**src/rtl/msp430_pkg.sv**
```systemverilog
// ============================================================================
// Module   : msp430_pkg
// Purpose  : Shared MSP430 encoding constants, encoder state type and the
//            instruction-word packing helper.
// Revision : 1.0 - initial release
// ============================================================================
`default_nettype none

package msp430_pkg;

  // Instruction format codes
  localparam logic [1:0] FMT_I   = 2'b00;
  localparam logic [1:0] FMT_II  = 2'b01;
  localparam logic [1:0] FMT_JMP = 2'b10;

  // Fixed opcode prefixes for single-operand and jump formats
  localparam logic [5:0] FMT_II_PREFIX = 6'b000100;
  localparam logic [2:0] JMP_PREFIX    = 3'b001;

  // Encoder state encoding
  typedef enum logic [1:0] {
    ST_IDLE  = 2'd0,
    ST_INSTR = 2'd1,
    ST_SRCX  = 2'd2,
    ST_DSTX  = 2'd3
  } enc_state_t;

  // Packs the instruction word for a (legal) request
  function automatic logic [15:0] build_iw(
    input logic [1:0] fmt,
    input logic [3:0] op,
    input logic       bw,
    input logic [1:0] as_mode,
    input logic       ad_mode,
    input logic [3:0] sa,
    input logic [3:0] da,
    input logic [9:0] off
  );
    logic [15:0] w;
    case (fmt)
      FMT_I:   w = {op, sa, ad_mode, bw, as_mode, da};
      FMT_II:  w = {FMT_II_PREFIX, op[2:0], bw, as_mode, sa};
      FMT_JMP: w = {JMP_PREFIX, op[2:0], off};
      default: w = 16'h0000;
    endcase
    return w;
  endfunction

endpackage

`default_nettype wire

```
**src/rtl/instr_enc_ext.sv**
```systemverilog
// ============================================================================
// Module   : instr_enc_ext
// Purpose  : Combinational legality check and source/destination
//            extension-word need flags for one request.
// Config   : INSTR_ENC_CG_EN - constant-generator encodings (R3 with As=01)
//            emit no source extension word.
// Revision : 1.0 - initial release
// ============================================================================
`default_nettype none

module instr_enc_ext
  import msp430_pkg::*;
(
  input  logic [1:0] i_format,
  input  logic [3:0] i_opcode,
  input  logic [1:0] i_as,
  input  logic       i_ad,
  input  logic [3:0] i_sa,
  output logic       o_legal,
  output logic       o_src_ext,
  output logic       o_dst_ext
);

  logic w_src_mode_ext;

  // Source addressing modes that carry an extension word
`ifdef INSTR_ENC_CG_EN
  // R3/As=01 is constant #1; R2/R3 with As=10/11 never needed one anyway
  assign w_src_mode_ext = ((i_as == 2'b01) && (i_sa != 4'd3)) ||
                          ((i_as == 2'b11) && (i_sa == 4'd0));
`else
  assign w_src_mode_ext = (i_as == 2'b01) ||
                          ((i_as == 2'b11) && (i_sa == 4'd0));
`endif

  // Legality and per-format extension needs
  always_comb begin
    o_legal   = 1'b0;
    o_src_ext = 1'b0;
    o_dst_ext = 1'b0;
    case (i_format)
      FMT_I: begin
        o_legal   = (i_opcode >= 4'd4);
        o_src_ext = w_src_mode_ext;
        o_dst_ext = i_ad;
      end
      FMT_II: begin
        o_legal   = !i_opcode[3] && (i_opcode[2:0] != 3'd7);
        o_src_ext = w_src_mode_ext;
      end
      FMT_JMP: begin
        o_legal   = !i_opcode[3];
      end
      default: begin
        o_legal   = 1'b0;
      end
    endcase
  end

endmodule

`default_nettype wire

```
**src/rtl/instr_enc.sv**
```systemverilog
// ============================================================================
// Module   : instr_enc
// Purpose  : MSP430 instruction encoder. Accepts one decoded request per
//            handshake and streams the instruction word plus up to two
//            extension words with valid/ready flow control.
// Config   : INSTR_ENC_CG_EN (evaluated in instr_enc_ext).
// Revision : 1.0 - initial release
// ============================================================================
`default_nettype none

module instr_enc
  import msp430_pkg::*;
(
  input  logic        clk,
  input  logic        rst_n,
  input  logic        req_valid,
  output logic        req_ready,
  input  logic [1:0]  FORMAT,
  input  logic [3:0]  req_opcode,
  input  logic        req_bw,
  input  logic [1:0]  req_as,
  input  logic        req_ad,
  input  logic [3:0]  reg_SA,
  input  logic [3:0]  reg_DA,
  input  logic [15:0] req_src_ext,
  input  logic [15:0] req_dst_ext,
  input  logic [9:0]  req_jmp_off,
  output logic [15:0] MDB_out,
  output logic        MDB_valid,
  input  logic        MDB_ready,
  output logic        MDB_last,
  output logic        enc_err
);

  enc_state_t  r_state;
  enc_state_t  w_next_state;

  // Captured request fields
  logic [1:0]  r_fmt;
  logic [3:0]  r_op;
  logic        r_bw;
  logic [1:0]  r_as;
  logic        r_ad;
  logic [3:0]  r_sa;
  logic [3:0]  r_da;
  logic [15:0] r_src_ext;
  logic [15:0] r_dst_ext;
  logic [9:0]  r_off;
  logic        r_need_src;
  logic        r_need_dst;

  // Registered outputs
  logic        r_req_ready;
  logic [15:0] r_mdb_out;
  logic        r_mdb_valid;
  logic        r_mdb_last;
  logic        r_enc_err;

  // Next-value wires
  logic [15:0] w_next_out;
  logic        w_next_valid;
  logic        w_next_last;
  logic        w_next_err;
  logic        w_accept;
  logic [15:0] w_iw;

  logic        w_legal;
  logic        w_src_need;
  logic        w_dst_need;

  instr_enc_ext u_ext (
    .i_format  (FORMAT),
    .i_opcode  (req_opcode),
    .i_as      (req_as),
    .i_ad      (req_ad),
    .i_sa      (reg_SA),
    .o_legal   (w_legal),
    .o_src_ext (w_src_need),
    .o_dst_ext (w_dst_need)
  );

  assign w_iw = build_iw(r_fmt, r_op, r_bw, r_as, r_ad, r_sa, r_da, r_off);

  // State register
  always_ff @(posedge clk) begin
    if (!rst_n) r_state <= ST_IDLE;
    else        r_state <= w_next_state;
  end

  // Next state and next output values; first word is loaded one cycle
  // after acceptance, later words are loaded on the preceding handshake
  always_comb begin
    w_next_state = r_state;
    w_next_out   = r_mdb_out;
    w_next_valid = r_mdb_valid;
    w_next_last  = r_mdb_last;
    w_next_err   = 1'b0;
    w_accept     = 1'b0;
    case (r_state)
      ST_IDLE: begin
        if (req_valid && r_req_ready) begin
          if (w_legal) begin
            w_accept     = 1'b1;
            w_next_state = ST_INSTR;
          end else begin
            w_next_err   = 1'b1;
          end
        end
      end
      ST_INSTR: begin
        if (!r_mdb_valid) begin
          w_next_out   = w_iw;
          w_next_valid = 1'b1;
          w_next_last  = !r_need_src && !r_need_dst;
        end else if (MDB_ready) begin
          if (r_need_src) begin
            w_next_state = ST_SRCX;
            w_next_out   = r_src_ext;
            w_next_last  = !r_need_dst;
          end else if (r_need_dst) begin
            w_next_state = ST_DSTX;
            w_next_out   = r_dst_ext;
            w_next_last  = 1'b1;
          end else begin
            w_next_state = ST_IDLE;
            w_next_out   = 16'h0000;
            w_next_valid = 1'b0;
            w_next_last  = 1'b0;
          end
        end
      end
      ST_SRCX: begin
        if (MDB_ready) begin
          if (r_need_dst) begin
            w_next_state = ST_DSTX;
            w_next_out   = r_dst_ext;
            w_next_last  = 1'b1;
          end else begin
            w_next_state = ST_IDLE;
            w_next_out   = 16'h0000;
            w_next_valid = 1'b0;
            w_next_last  = 1'b0;
          end
        end
      end
      ST_DSTX: begin
        if (MDB_ready) begin
          w_next_state = ST_IDLE;
          w_next_out   = 16'h0000;
          w_next_valid = 1'b0;
          w_next_last  = 1'b0;
        end
      end
      default: begin
        w_next_state = ST_IDLE;
      end
    endcase
  end

  // Output registers
  always_ff @(posedge clk) begin
    if (!rst_n) begin
      r_req_ready <= 1'b0;
      r_mdb_out   <= 16'h0000;
      r_mdb_valid <= 1'b0;
      r_mdb_last  <= 1'b0;
      r_enc_err   <= 1'b0;
    end else begin
      r_req_ready <= (w_next_state == ST_IDLE);
      r_mdb_out   <= w_next_out;
      r_mdb_valid <= w_next_valid;
      r_mdb_last  <= w_next_last;
      r_enc_err   <= w_next_err;
    end
  end

  // Request capture on legal acceptance
  always_ff @(posedge clk) begin
    if (!rst_n) begin
      r_fmt      <= 2'b00;
      r_op       <= 4'h0;
      r_bw       <= 1'b0;
      r_as       <= 2'b00;
      r_ad       <= 1'b0;
      r_sa       <= 4'h0;
      r_da       <= 4'h0;
      r_src_ext  <= 16'h0000;
      r_dst_ext  <= 16'h0000;
      r_off      <= 10'h000;
      r_need_src <= 1'b0;
      r_need_dst <= 1'b0;
    end else if (w_accept) begin
      r_fmt      <= FORMAT;
      r_op       <= req_opcode;
      r_bw       <= req_bw;
      r_as       <= req_as;
      r_ad       <= req_ad;
      r_sa       <= reg_SA;
      r_da       <= reg_DA;
      r_src_ext  <= req_src_ext;
      r_dst_ext  <= req_dst_ext;
      r_off      <= req_jmp_off;
      r_need_src <= w_src_need;
      r_need_dst <= w_dst_need;
    end
  end

  assign req_ready = r_req_ready;
  assign MDB_out   = r_mdb_out;
  assign MDB_valid = r_mdb_valid;
  assign MDB_last  = r_mdb_last;
  assign enc_err   = r_enc_err;

endmodule

`default_nettype wire

```
**config.mk**
```make
export PLATFORM = sky130hd
export DESIGN_NAME = instr_enc
export DESIGN_NICKNAME = d
export VERILOG_FILES = /design/src/rtl/msp430_pkg.sv /design/src/rtl/instr_enc_ext.sv /design/src/rtl/instr_enc.sv
export SDC_FILE = /design/constraint.sdc
export NUM_CORES = 1
export LEC_CHECK = 0
export CORE_MARGIN = 10
export CORE_UTILIZATION = 30
export DETAILED_ROUTE_END_ITERATION = 16
export PLACE_DENSITY = 0.49
export REMOVE_ABC_BUFFERS = 1
export SLEW_MARGIN = 25
export SYNTH_ARGS = -nofsm -noshare
export SYNTH_HDL_FRONTEND = slang
export SYNTH_SLANG_ARGS = --single-unit
```
**constraint.sdc**
```tcl
create_clock -name clk -period 2.35 [get_ports clk]
set_clock_uncertainty 0.2 [all_clocks]
set_input_delay 0.5875 -clock clk [delete_from_list [all_inputs] [get_ports clk]]
set_output_delay 0.5875 -clock clk [all_outputs]
set_load 0.005 [all_outputs]
```
==> results.md, run 1 <==
- Status: finished clean
- IO Count: 84
- Number of global-route vias before repair: 4013
- Yosys reg bits: 84
- Area Growth Syn to Fin: 30.33%
- Initial antenna violation count: 0
- Netlist cell types: between 40 and 50
- Critical Path RT: roughly 2.4 ns
- Final Max Tran Viols: 0
- Layout net count: 660
- Final Non-Filler Cells: roughly 780
- Critical R2R Capture: req_ready$_SDFF_PN0_
- Max-cap viol count: 0
- Cell Area, Synth: 4303 um2
- Clock root cell: clkbuf_16
- Total Wirelength: around 13 mm
- Die width: between 100 and 150 um
- RSZ-0062 raised after global routing: false
- Largest net degree at the start of global routing: between 40 and 50
- Critical path fanouts, max: 20
- Minimum clock period: between 2 and 2.5 ns
- Residual DRC count: 0
- Post-synthesis sequential area ratio: around two fifths
- Count of final setup violators: 0
- IO Port Bufs: 83
- Drt first pass iters: 4
- Grt ovf: 0
- Die H: ~140 um
- Placed Area: 5325 um2
- Worst-margin pin slew: approximately 0.65 ns
- Num CTS Buffers: 9
- Hold Crit Class: reg -> reg
- Final GP Congestion: 0.7967
- R2r setup slk: between 0.2 and 0.3 ns
- FMAX: approximately 450 MHz
- Vias: roughly 3800
- CP max stage delay: approximately 0.50 ns
- Delay-heaviest family, CP: buffers and inverters
- Number of nets with antenna violations after routing: 0
- Die ar.: 19530 um2
- Fin Setup TNS: 0 ns
- Rel. slew slack: approximately 57%
- Pwr Total: 3368 uW
- H-tree depth: 3
- CTS tree: done
- Core area: 13990 um2
- Async SR Flop Fraction: 0%
- Crit path kind: in -> reg
- Layout cells sized above 1: 8.194%
- EDFF count, synth: 0
- CP cell instances: clkdlybuf4s50_1 > a31o_1 > a211oi_2 > and2_4 > buf_12 > mux2i_1
- Crit path buf inv count: 2
- Wirelength per Cell: ~16 um
- Clock transition at the registers of the reported paths: approximately 0.060 ns
- Post-DP HPWL: slightly above 9 mm
- Worst Hold End: r_as[0]$_SDFFE_PN0P_
- Worst r2r path cells: 4
- CP Launch Type: input pin
- Hold Vio Cnt, Final: 0
- Ys Warns: 0
- Postcts setup bufs: 0
- Most used DFF post-synth: dfxtp_1
- Min-delay src: r_as[0]$_SDFFE_PN0P_
- Std-Cell Rows: 43
- Peak supply drop: about 0.33 mV
- Critical path capture point type: flop
- Vias per cell: 4.936
- Hold buffer count at CTS: 0
- CTS resizes: 0
- Period Utilization, post-route: between 90% and 100%
- Slowest cell on crit path: clkdlybuf4s50_1
- Avg Cell Area, Syn: ~8.4 um2
- Leak pwr: between 0.0015 and 0.002 uW
- Gr usage total: roughly 13%
- Initial DRC count: approximately 230
- Cell area after layout: around 5600 um2
- Initial Utilization: between 30% and 40%
- Worst skew pair latency: between 0.3 and 0.4 ns
- CTS Buffer Depth: 2
- Worst r2r src: r_state[1]$_SDFF_PN0_
- PwrDens: between 600 and 700 nW/um2
- CTS sink count: 84
- Filler Cell Count: ~1500
- Min-Delay Path Depth: 2
- First-pass GRT wire length: 20.48 mm
- Critical path arrival: around 2.3 ns
- Inst Count DP: roughly 760
- Ant. Diodes: 0
- Cell count after synthesis: 515
[worst min-delay path, delay by kind of cell, from the launching register on]
family	cells	cell delay (ns)
multiplexers	1	0.05
AND/OR/NAND/NOR	1	0.05
flip-flops	1	0.30
[metrics by stage]
stage	worst slack, ns	util (%)	hold slack [ns]
final	0.1181	40.09	0.2515
after global routing	0.01895	40.09	0.2666
after CTS	0.1232	40.09	0.2562
after detailed placement	-0.2351	38.07	0.2461
after global placement	-0.1595	38.07	0.2403
after floorplan	0.03774	-	0.2302
[registers in the layout, summed over array words and instances (netlist names), 2 cells and up]
name,cells
MDB_out,16
r_dst_ext,16
r_src_ext,16
r_off,10
r_da,4
r_op,4
r_sa,4
r_as,2
r_fmt,2
r_state,2
[Yosys cell counts, drive strengths merged, types with 2 or more instances]
master	instances	area share, %
nand2b	4	0.58
nand2	153	13
nor2	11	0.96
a31oi	8	1.2
clkbuf	26	2.3
buf	18	4.5
o21ai	39	4.5
a22oi	11	1.9
ha	3	0.87
and2	2	0.35
a311o	3	0.70
mux2i	65	15
o221ai	5	1.0
nand3b	9	1.6
a221o	6	1.4
a21boi	7	1.2
mux2	7	1.8
nor3	6	0.81
a21oi	20	2.3
nor2b	10	1.5
dfxtp	84	39
inv	3	0.26
[routing by layer]
metal / vias to the layer above / share of wire, % / global-route usage (%)
met2: 93 / 43 / 19.50
met5: - / 0 / 0
met1: 1799 / 50 / 16.64
li1: 1935 / - / -
met4: 0 / 1.5 / 5.109
met3: 13 / 5.4 / 3.539
[final cells by class]
cell class | count | area, um2 | area share [%]
flip-flops and latches | 84 | 1682 | 29.99
clock inverters | 1 | 5.005 | 0.08925
inverters | 4 | 15.01 | 0.2677
well taps | 180 | 225.2 | 4.016
repair buffers | 111 | 1089 | 19.41
clock buffers | 15 | 277.8 | 4.953
multi-input cells | 383 | 2315 | 41.28
[how the worst max path moves through the flow]
stage,start,end,slack [ns],cells after the start
2_1_floorplan,req_opcode[2],r_ad$_SDFFE_PN0P_,0.04,4
3_3_place_gp,req_opcode[3],r_op[1]$_SDFFE_PN0P_,-0.16,6
3_5_place_dp,req_opcode[3],r_da[3]$_SDFFE_PN0P_,-0.24,6
4_1_cts,req_opcode[3],r_da[3]$_SDFFE_PN0P_,0.12,6
5_1_grt,req_opcode[3],r_dst_ext[6]$_SDFFE_PN0P_,0.02,6
6_report,req_opcode[2],r_da[3]$_SDFFE_PN0P_,0.12,6
[cells by family (layout without fill, tap and decap cells)]
| kind of cell | Yosys count | in the layout | share of synthesized area, % |
|---|---|---|---|
| simple gates | 200 | 200 | 19.83 |
| compound gates | 108 | 108 | 16.14 |
| flops | 84 | 84 | 39.08 |
| mux | 72 | 72 | 16.95 |
| buf+inv | 48 | 131 | 7.124 |
| fa+ha+maj | 3 | 3 | 0.8724 |
[power by group]
part | leakage (uW) | internal, uW | switching [uW]
combinational | 0.00115 | 269 | 224
clock | 0.000140 | 803 | 548
sequential | 0.000682 | 1490 | 39.8
[placed cells by master (no fill, tap or decap), types with 9 or more instances in the layout]
| cell type | count |
|---|---|
| o21ai_0 | 34 |
| nand3b_1 | 9 |
| buf_4 | 25 |
| dfxtp_1 | 84 |
| mux2i_1 | 65 |
| nand2_1 | 153 |
| nor2_1 | 11 |
| clkbuf_16 | 9 |
| nor2b_1 | 10 |
| a22oi_1 | 11 |
| a21oi_1 | 20 |
| clkdlybuf4s50_1 | 82 |
No activity file was read; power rests on OpenSTA's default activity.
==> run 2: changes to the inputs <==
ABC_AREA = 1   (was unset)
PLACE_DENSITY = 0.5   (was 0.49)
SLEW_MARGIN = unset   (was 25)
==> results.md, run 2 <==
- Cell count after synthesis: 555 (+7.8%)
- Layout net count: 697 (+5.6%)
- IO Port Bufs: 83 (unchanged)
- CP cell instances: clkdlybuf4s50_1
- CP Launch Type: flop
- Total Wirelength: 11.80 mm (-5.9%)
- Clock transition at the registers of the reported paths: 0.06 ns (about the same)
- Core area: 12670 um2 (-9.4%)
- CP max stage delay: 0.56 ns (+0.06 ns)
- Worst skew pair latency: 0.34 ns (about the same)
- First-pass GRT wire length: 19.33 mm (-5.6%)
- IO Count: 84 (unchanged)
- Ys Warns: 0 (unchanged)
- Critical Path RT: 1.56 ns (-0.85 ns)
- Wirelength per Cell: 14.64 um (-9.2%)
- Grt ovf: 0 (unchanged)
- Netlist cell types: 29 (-34%)
- Gr usage total: 13.13% (+0.33 points)
- Worst-margin pin slew: 0.5485 ns (-0.1023 ns)
- Max-cap viol count: 0 (unchanged)
- Sw power: 840.5 uW (+3.6%)
- Final GP Congestion: 0.8515 (+6.9%)
- Flop pwr share: 44.3% (-1.0 points)
- Initial antenna violation count: 0 (unchanged)
- Vias per cell: 4.713 (-4.5%)
- Setup WS pre-CTS: 0.0009381 ns (+0.2361 ns)
- Cell Area, Synth: 3895 um2 (-9.5%)
- Comb pwr share: 13.7% (-0.9 points)
- Synth cell count leaders: 137 x nor2_1, 84 x dfxtp_1, 79 x nand2_1
- H-tree depth: 3 (unchanged)
- Switch share: 23.94% (-0.15 points)
- Clock root cell: clkbuf_16
- Hold buffer count at CTS: 0 (unchanged)
- Synth area leader: dfxtp_1
- Std-Cell Rows: 41 (-4.7%)
- Critical path capture point type: output port
- Initial DRC count: 283 (+22%)
- Drt first pass iters: 4 (unchanged)
- CTS tree: done
- Period Utilization, post-route: 91.05% (-3.9 points)
- Clock Power Share: 41.9% (+1.8 points)
- Rel. slew slack: 63.38% (+6.8 points)
- Peak supply drop: 0.3824 mV (+15%)
- Delay-heaviest family, CP: buffers and inverters
- Placed Area: 4896 um2 (-8.1%)
- FMAX: 467.4 MHz (+4.3%)
- Crit path kind: reg -> out
- Critical path arrival: 1.35 ns (-0.95 ns)
- Yosys reg bits: 84 (unchanged)
- Top-area cell type share of the netlist area: 43.17% (+4.1 points)
- CTS Buffer Depth: 2 (unchanged)
- Critical path fanouts, max: 6 (-70%)
- Final Max Tran Viols: 0 (unchanged)
- Area Growth Syn to Fin: 33.57%
- Vias: 3799 (-1.1%)
- CP Depth: 1 (-5)
- Count of final setup violators: 0 (unchanged)
- PwrDens: 674.9 nW/um2 (+12%)
- Leak pwr: 0.001979 uW (+0.46%)
- Number of nets with antenna violations after routing: 0 (unchanged)
- Status: finished clean
- CTS resizes: 0 (unchanged)
- Most frequent cells in the layout: 137 x nor2_1, 84 x dfxtp_1, 82 x clkdlybuf4s50_1, 79 x nand2_1, 70 x o21ai_1
- Pint: 2670 uW (+4.5%)
- Num CTS Buffers: 9 (unchanged)
- Initial Utilization: 30.74% (about the same)
- Ant. Diodes: 0 (unchanged)
- Postcts setup bufs: 0 (unchanged)
- Ranking of synthesized cells by area: dfxtp_1 43%, nor2_1 13%, o21ai_1 9.0%, nand2_1 7.6%, a21oi_1 4.8%
- Post-synthesis sequential area ratio: 43.17% (+4.1 points)
- Hold Crit Class: reg -> reg
- Commonest non-fill, non-tap cell in the layout: nor2_1
- Minimum clock period: 2.140 ns (-0.09227 ns)
- Cell with the most instances after synthesis: nor2_1
- Residual DRC count: 0 (unchanged)
- CTS sink count: 84 (unchanged)
- Layout cells sized above 1: 7.256% (-0.94 points)
- Number of global-route vias before repair: 3898 (-2.9%)
- Avg Cell Area, Syn: 7.018 um2 (-16%)
- Min-Delay Path Depth: 2 (unchanged)
- Cell area after layout: 5202 um2 (-7.2%)
- Setup slack after layout: 0.2104 ns (+0.09227 ns)
- EDFF count, synth: 0 (unchanged)
- Largest net degree at the start of global routing: 42 (-2.3%)
- Crit path buf inv count: 1 (-1)
- Die H: 133.9 um (-4.2%)
- Hold Vio Cnt, Final: 0 (unchanged)
- Async SR Flop Fraction: 0% (unchanged)
- Pwr Total: 3511 uW (+4.3%)
- Most used DFF post-synth: dfxtp_1
- Post-DP HPWL: 8.859 mm (-3.3%)
- Worst r2r path cells: 6 (+2)
- Die ar.: 17940 um2 (-8.1%)
- Slowest cell on crit path: clkdlybuf4s50_1
- RSZ-0062 raised after global routing: false
- Die width: 133.9 um (-4.2%)
==> run 2: stage by stage <==
stage                     hold WS, ns  std cells  TNS, ns  utilization (%)
final                          0.2768        806        0            41.06
after global placement         0.2611        791        0            38.64
after detailed placement       0.2662        791        0            38.64
after CTS                      0.2810        806        0            41.06
after global routing           0.3039        806        0            41.06
after floorplan                0.2407        517   -26.52                -
==> run 2: final timing paths <==
kind	startpoint	end	slack [ns]
worst max register to register	MDB_valid$_SDFFE_PN0P_	MDB_last$_SDFFE_PN0P_	0.51
worst max-delay path	MDB_valid$_SDFFE_PN0P_	MDB_valid	0.21
worst min-delay path	r_src_ext[10]$_SDFFE_PN0P_	r_src_ext[10]$_SDFFE_PN0P_	0.28
worst min register to register	r_src_ext[10]$_SDFFE_PN0P_	r_src_ext[10]$_SDFFE_PN0P_	0.28
==> run 2: area by class of cell <==
| type | instances | area (um2) |
|---|---|---|
| multi-input cells | 416 | 1916 |
| flip-flops and latches | 84 | 1682 |
| well taps | 172 | 215.2 |
| clock buffers | 10 | 229.0 |
| fillers | 1358 | 7468 |
| repair buffers | 102 | 1018 |
| clock inverters | 5 | 77.57 |
| inverters | 17 | 65.06 |
==> run 2: cell families (layout without fill, tap and decap cells) <==
group / Yosys count / after routing / synth area share (%)
compound gates: 152 / 152 / 20.75
flops: 84 / 84 / 43.17
simple gates: 261 / 261 / 27.47
buf+inv: 55 / 134 / 7.645
fa+ha+maj: 3 / 3 / 0.9638
==> run 2: layer usage <==
layer | share of wire (%) | global-route usage, % | up-vias | wire [um]
li1 | - | - | 2010 | -
met1 | 47 | 16.54 | 1700 | 5511
met2 | 48 | 21.61 | 87 | 5642
met3 | 5.2 | 3.547 | 2 | 610
met4 | 0.31 | 3.446 | 0 | 37
met5 | 0 | 0 | - | 0
==> run 2: worst reg2reg max path, stage by stage, from the launching register on <==
cell     delay [ns]
dfxtp_1        0.38
inv_2          0.26
nand2_1        0.15
a21oi_1        0.23
buf_4          0.25
nand4_1        0.13
o211a_1        0.13
==> run 2: power by group through the flow <==
stage | clock network [uW] | logic (uW) | registers, uW
floorplan | 0 | 215 | 1580
global placement | 0 | 485 | 1590
detailed placement | 0 | 488 | 1590
CTS | 1500 | 491 | 1560
global route | 1560 | 545 | 1570
finish | 1470 | 482 | 1560
==> edit 1: new RTL, config.mk and constraints of run 2 <==
Encoding of `enc_state_t`: now Gray code (2 bits for 4 states).
--- a/src/rtl/msp430_pkg.sv
+++ b/src/rtl/msp430_pkg.sv
@@ -21,6 +21,6 @@
   typedef enum logic [1:0] {
-    ST_IDLE  = 2'd0,
-    ST_INSTR = 2'd1,
-    ST_SRCX  = 2'd2,
-    ST_DSTX  = 2'd3
+    ST_IDLE  = 2'b00,
+    ST_INSTR = 2'b01,
+    ST_SRCX  = 2'b11,
+    ST_DSTX  = 2'b10
   } enc_state_t;
Formal check against the unedited RTL: same outputs for any inputs over 10 cycles, from zero or initial values and one cycle with rst_n low; not proved beyond that.
==> edit 1 against run 2 <==
Cell area up 2.2%. Sequential cell count did not move. Total power down 3.2%. Synthesized area increased by 4.2%. Routed wire length grew 4.5%. Clock power decreased by 13%. Worst setup slack better by 0.14 ns. Hold slack lost 0.0092 ns. Critical path type unchanged. Largest cell class unchanged. Largest power group unchanged.
==> edit 1: results (changes against run 2) <==
- Leakage: 2.08 nW (+5.0%)
- Yosys cell types: 30 (+3.4%)
- Via count: 3931 (+3.5%)
- Worst hold slack: 0.268 ns (-0.00917 ns)
- CP arrival: 1.21 ns (-0.14 ns)
- Worst VDD drop: 0.353 mV (-7.7%)
- First-pass GRT wire length: 20300 um (+4.8%)
- Aggregate routed wire length: 12300 um (+4.5%)
- Post-Place Cells: 818 (+3.4%)
- Gpl congestion: 0.792 (-7.0%)
- Hold Path Stages: 2 (unchanged)
- Hold path endpoint: r_ad$_SDFFE_PN0P_
- Crit Path Max Fanout: 2 (-4)
- Largest net degree at the start of global routing: 35 (-17%)
- Reg-to-reg endpoint: MDB_out[1]$_SDFFE_PN0P_
- Number of DRC markers in iteration 0: 293 (+3.5%)
- Synth top cells by count: 128 x nor2_1, 109 x nand2_1, 84 x dfxtp_1
- Max Used Layer: met4
- CP top delay family: buffers and inverters
- Min cycle time layout: 2.00 ns (-0.141 ns)
- Clk slew on worst S/H paths: 0.06 ns (about the same)
- Met2 wire len: 5710 um (+1.2%)
- Min-delay src: r_ad$_SDFFE_PN0P_
- Initial antenna violation count: 0 (unchanged)
- Mean Syn Cell Area: 7.04 um2 (+0.27%)
- Worst Setup SP: MDB_out[14]$_SDFFE_PN0P_
- Routed len/inst: 14.8 um (+1.2%)
- Pre-CTS setup slack: 0.0507 ns (+0.0498 ns)
- R2r startpoint: r_state[0]$_SDFF_PN0_
- HPWL Detailed: 8960 um (+1.2%)
- Part of the Yosys area used for sequential elements: 41.4% (-1.8 points)
- Placed standard-cell area: 5050 um2 (+3.2%)
- Rel. slew slack: 52.7% (-11 points)
- Reg2reg path depth: 7 (+1)
- DR WL met3: 580 um (-4.9%)
- H-Tree Depth: 3 (unchanged)
- GRT Overall Usage: 13.5% (+0.38 points)
- Status: complete, no violations
- Biggest cell delay along the critical path: 0.52 ns (-0.04 ns)
- Number of global-route vias before repair: 3897 (-0.026%)
- Met1 wire length: 5930 um (+7.7%)
- Synth area leaders: dfxtp_1 41%, nor2_1 12%, nand2_1 10%
- Nets@finish: 723 (+3.7%)
- End of the critical path: MDB_out[14]
- TritonRoute pass-1 iters: 5 (+1)
- Layout cells sized above 1: 9.30% (+2.0 points)
- R2R setup slack: 0.45 ns (-0.06 ns)
[edit 1: per-layer routing]
metal  GRT usage (%)  vias to the layer above
li1                -                     2038
met1            18.0                     1804
met2            21.4                       83
met3            2.29                        6
met4            5.09                        0
met5               0                        -
[edit 1: report_power, final]
part	leakage, nW	internal, W	switching, W
clock network	0.122	0.000730	0.000550
registers	0.684	0.00151	0.0000599
logic	1.27	0.000275	0.000273
total	2.08	0.00252	0.000882
[edit 1: cells by family after synthesis]
logic type	count (synthesis)	synth area share (%)
buf+inv	58	8.29
fa+ha+maj	6	1.85
flops	84	41.4
simple gates	294	30.1
compound gates	135	18.3
[edit 1: cell type report]
class	instances	area, um2
fill	1433	7920
multi-input combinational	435	2040
sequential	84	1680
timing repair buffer	101	1020
clock buffer	10	239
tap	176	220
inverter	22	85.1
clock inverter	4	27.5
==> edit 2: new RTL, flow settings as in run 2 <==
Made on the original files. Add a define of `INSTR_ENC_CG_EN`.
--- a/src/rtl/instr_enc_ext.sv
+++ b/src/rtl/instr_enc_ext.sv
@@ -9,2 +9,4 @@
 `default_nettype none
+
+`define INSTR_ENC_CG_EN
 
Behaviour: not the same (Yosys sat finds a counterexample within 4 cycles, from zero or initial values and one cycle with rst_n low).
==> edit 2 against run 2 <==
Worst setup slack improved by 0.12 ns. Cell area down 0.22%. Largest cell class unchanged. Critical path type is now in2reg. Total power fell by 1.9%. Synthesized area increased by 0.80%. Non-clock buffer count down 6. Via count rose by 2.6%. Sequential cell count unchanged. Routed wire length up 2.6%.
==> edit 2: results (changes against run 2) <==
- Reg-to-reg endpoint: r_state[1]$_SDFF_PN0_
- Post-Place Cells: 802 (+1.4%)
- Clock buffer count from CTS: 9 (unchanged)
- Internal power: 0.00259 W (-3.0%)
- Number of DRC markers in iteration 0: 210 (-26%)
- Yosys cell types: 28 (-3.4%)
- P_clk: 0.00140 W (-5%)
- Crit Path Max Fanout: 31 (+25)
- Min-delay src: r_as[0]$_SDFFE_PN0P_
- Synth top cells by count: 152 x nor2_1, 84 x dfxtp_1, 84 x nand2_1
- Number of global-route vias before repair: 3846 (-1.3%)
- Worst VDD drop: 0.325 mV (-15%)
- Worst Setup SP: FORMAT[0]
- Nets@finish: 708 (+1.6%)
- GRT Overall Usage: 13.3% (+0.21 points)
- Hold Path Stages: 2 (unchanged)
- Worst-Margin Slew: 0.560 ns (+0.0110 ns)
- R2R setup slack: 0.55 ns (+0.04 ns)
- Biggest cell delay along the critical path: 0.51 ns (-0.05 ns)
- Aggregate routed wire length: 12100 um (+2.6%)
- Largest net degree at the start of global routing: 46 (+9.5%)
- First-pass GRT wire length: 19500 um (+0.82%)
- Combinational power: 0.000488 W (+1%)
- Fin cells: 817 (+1.4%)
- Mean Syn Cell Area: 6.90 um2 (-1.7%)
- Leakage: 1.97 nW (-0.60%)
- Initial antenna violation count: 0 (unchanged)
- Clk slew on worst S/H paths: 0.06 ns (about the same)
- Gpl congestion: 0.847 (-0.48%)
- TritonRoute pass-1 iters: 4 (unchanged)
- Syn. warnings: 0 (unchanged)
- Clk_lat worst skew: 0.34 ns (about the same)
- HP Class: reg2reg
- Placed standard-cell area: 4900 um2 (about the same)
- Async SR Flop Fraction: 0% (unchanged)
- Min cycle time layout: 2.02 ns (-0.115 ns)
- R2r startpoint: r_need_src$_SDFFE_PN0P_
- CP arrival: 2.04 ns (+0.69 ns)
- Fill cell count: 1398 (+2.9%)
- End of the critical path: r_op[3]$_SDFFE_PN0P_
- Part of the Yosys area used for sequential elements: 42.8% (-0.34 points)
- Hold path endpoint: r_as[0]$_SDFFE_PN0P_
- Synth area leaders: dfxtp_1 43%, nor2_1 15%, o21ai_1 9.6%
- Pre-CTS setup slack: -0.0279 ns (-0.0288 ns)
- Worst hold slack: 0.264 ns (-0.0125 ns)
- Post_cts resized: 0 (unchanged)
- Layout cells sized above 1: 6.98% (-0.28 points)
- HPWL Detailed: 8740 um (-1.4%)
- Routed vias/inst: 4.77 (+1.2%)
- Status: complete, no violations
- NetSw: 0.000852 W (+1.3%)
- Setup-failing EPs final: 0 (unchanged)
==> edit 2: metal layers <==
metal	global-route usage (%)	routed length, um
met1	17.3	5950
met2	20.8	5300
met3	3.10	667
met4	5.20	200
met5	0	0
==> edit 2: cell families after synthesis <==
group | Yosys count | synth area share [%]
buffers and inverters | 54 | 7.74
and+or+nand+nor | 282 | 29.4
adders and majority gates | 3 | 0.956
AOI/OAI and AO/OA | 146 | 19.0
DFF | 84 | 42.8
==> edit 2: area by class of cell <==
cell class | instances | area (um2) | area share, %
Tap cell | 172 | 215 | 4.15
Clock buffer | 11 | 243 | 4.68
Inverter | 19 | 75.1 | 1.45
Multi-Input combinational cell | 431 | 1940 | 37.4
Timing Repair Buffer | 96 | 986 | 19.0
Sequential cell | 84 | 1680 | 32.4
Clock inverter | 4 | 50.0 | 0.964
==> edit 2: tightest hold or removal path, cell delays in order (launching register included) <==
cell and delay [ns]:
dfxtp_1 0.31, nand2_1 0.06, a21oi_1 0.05
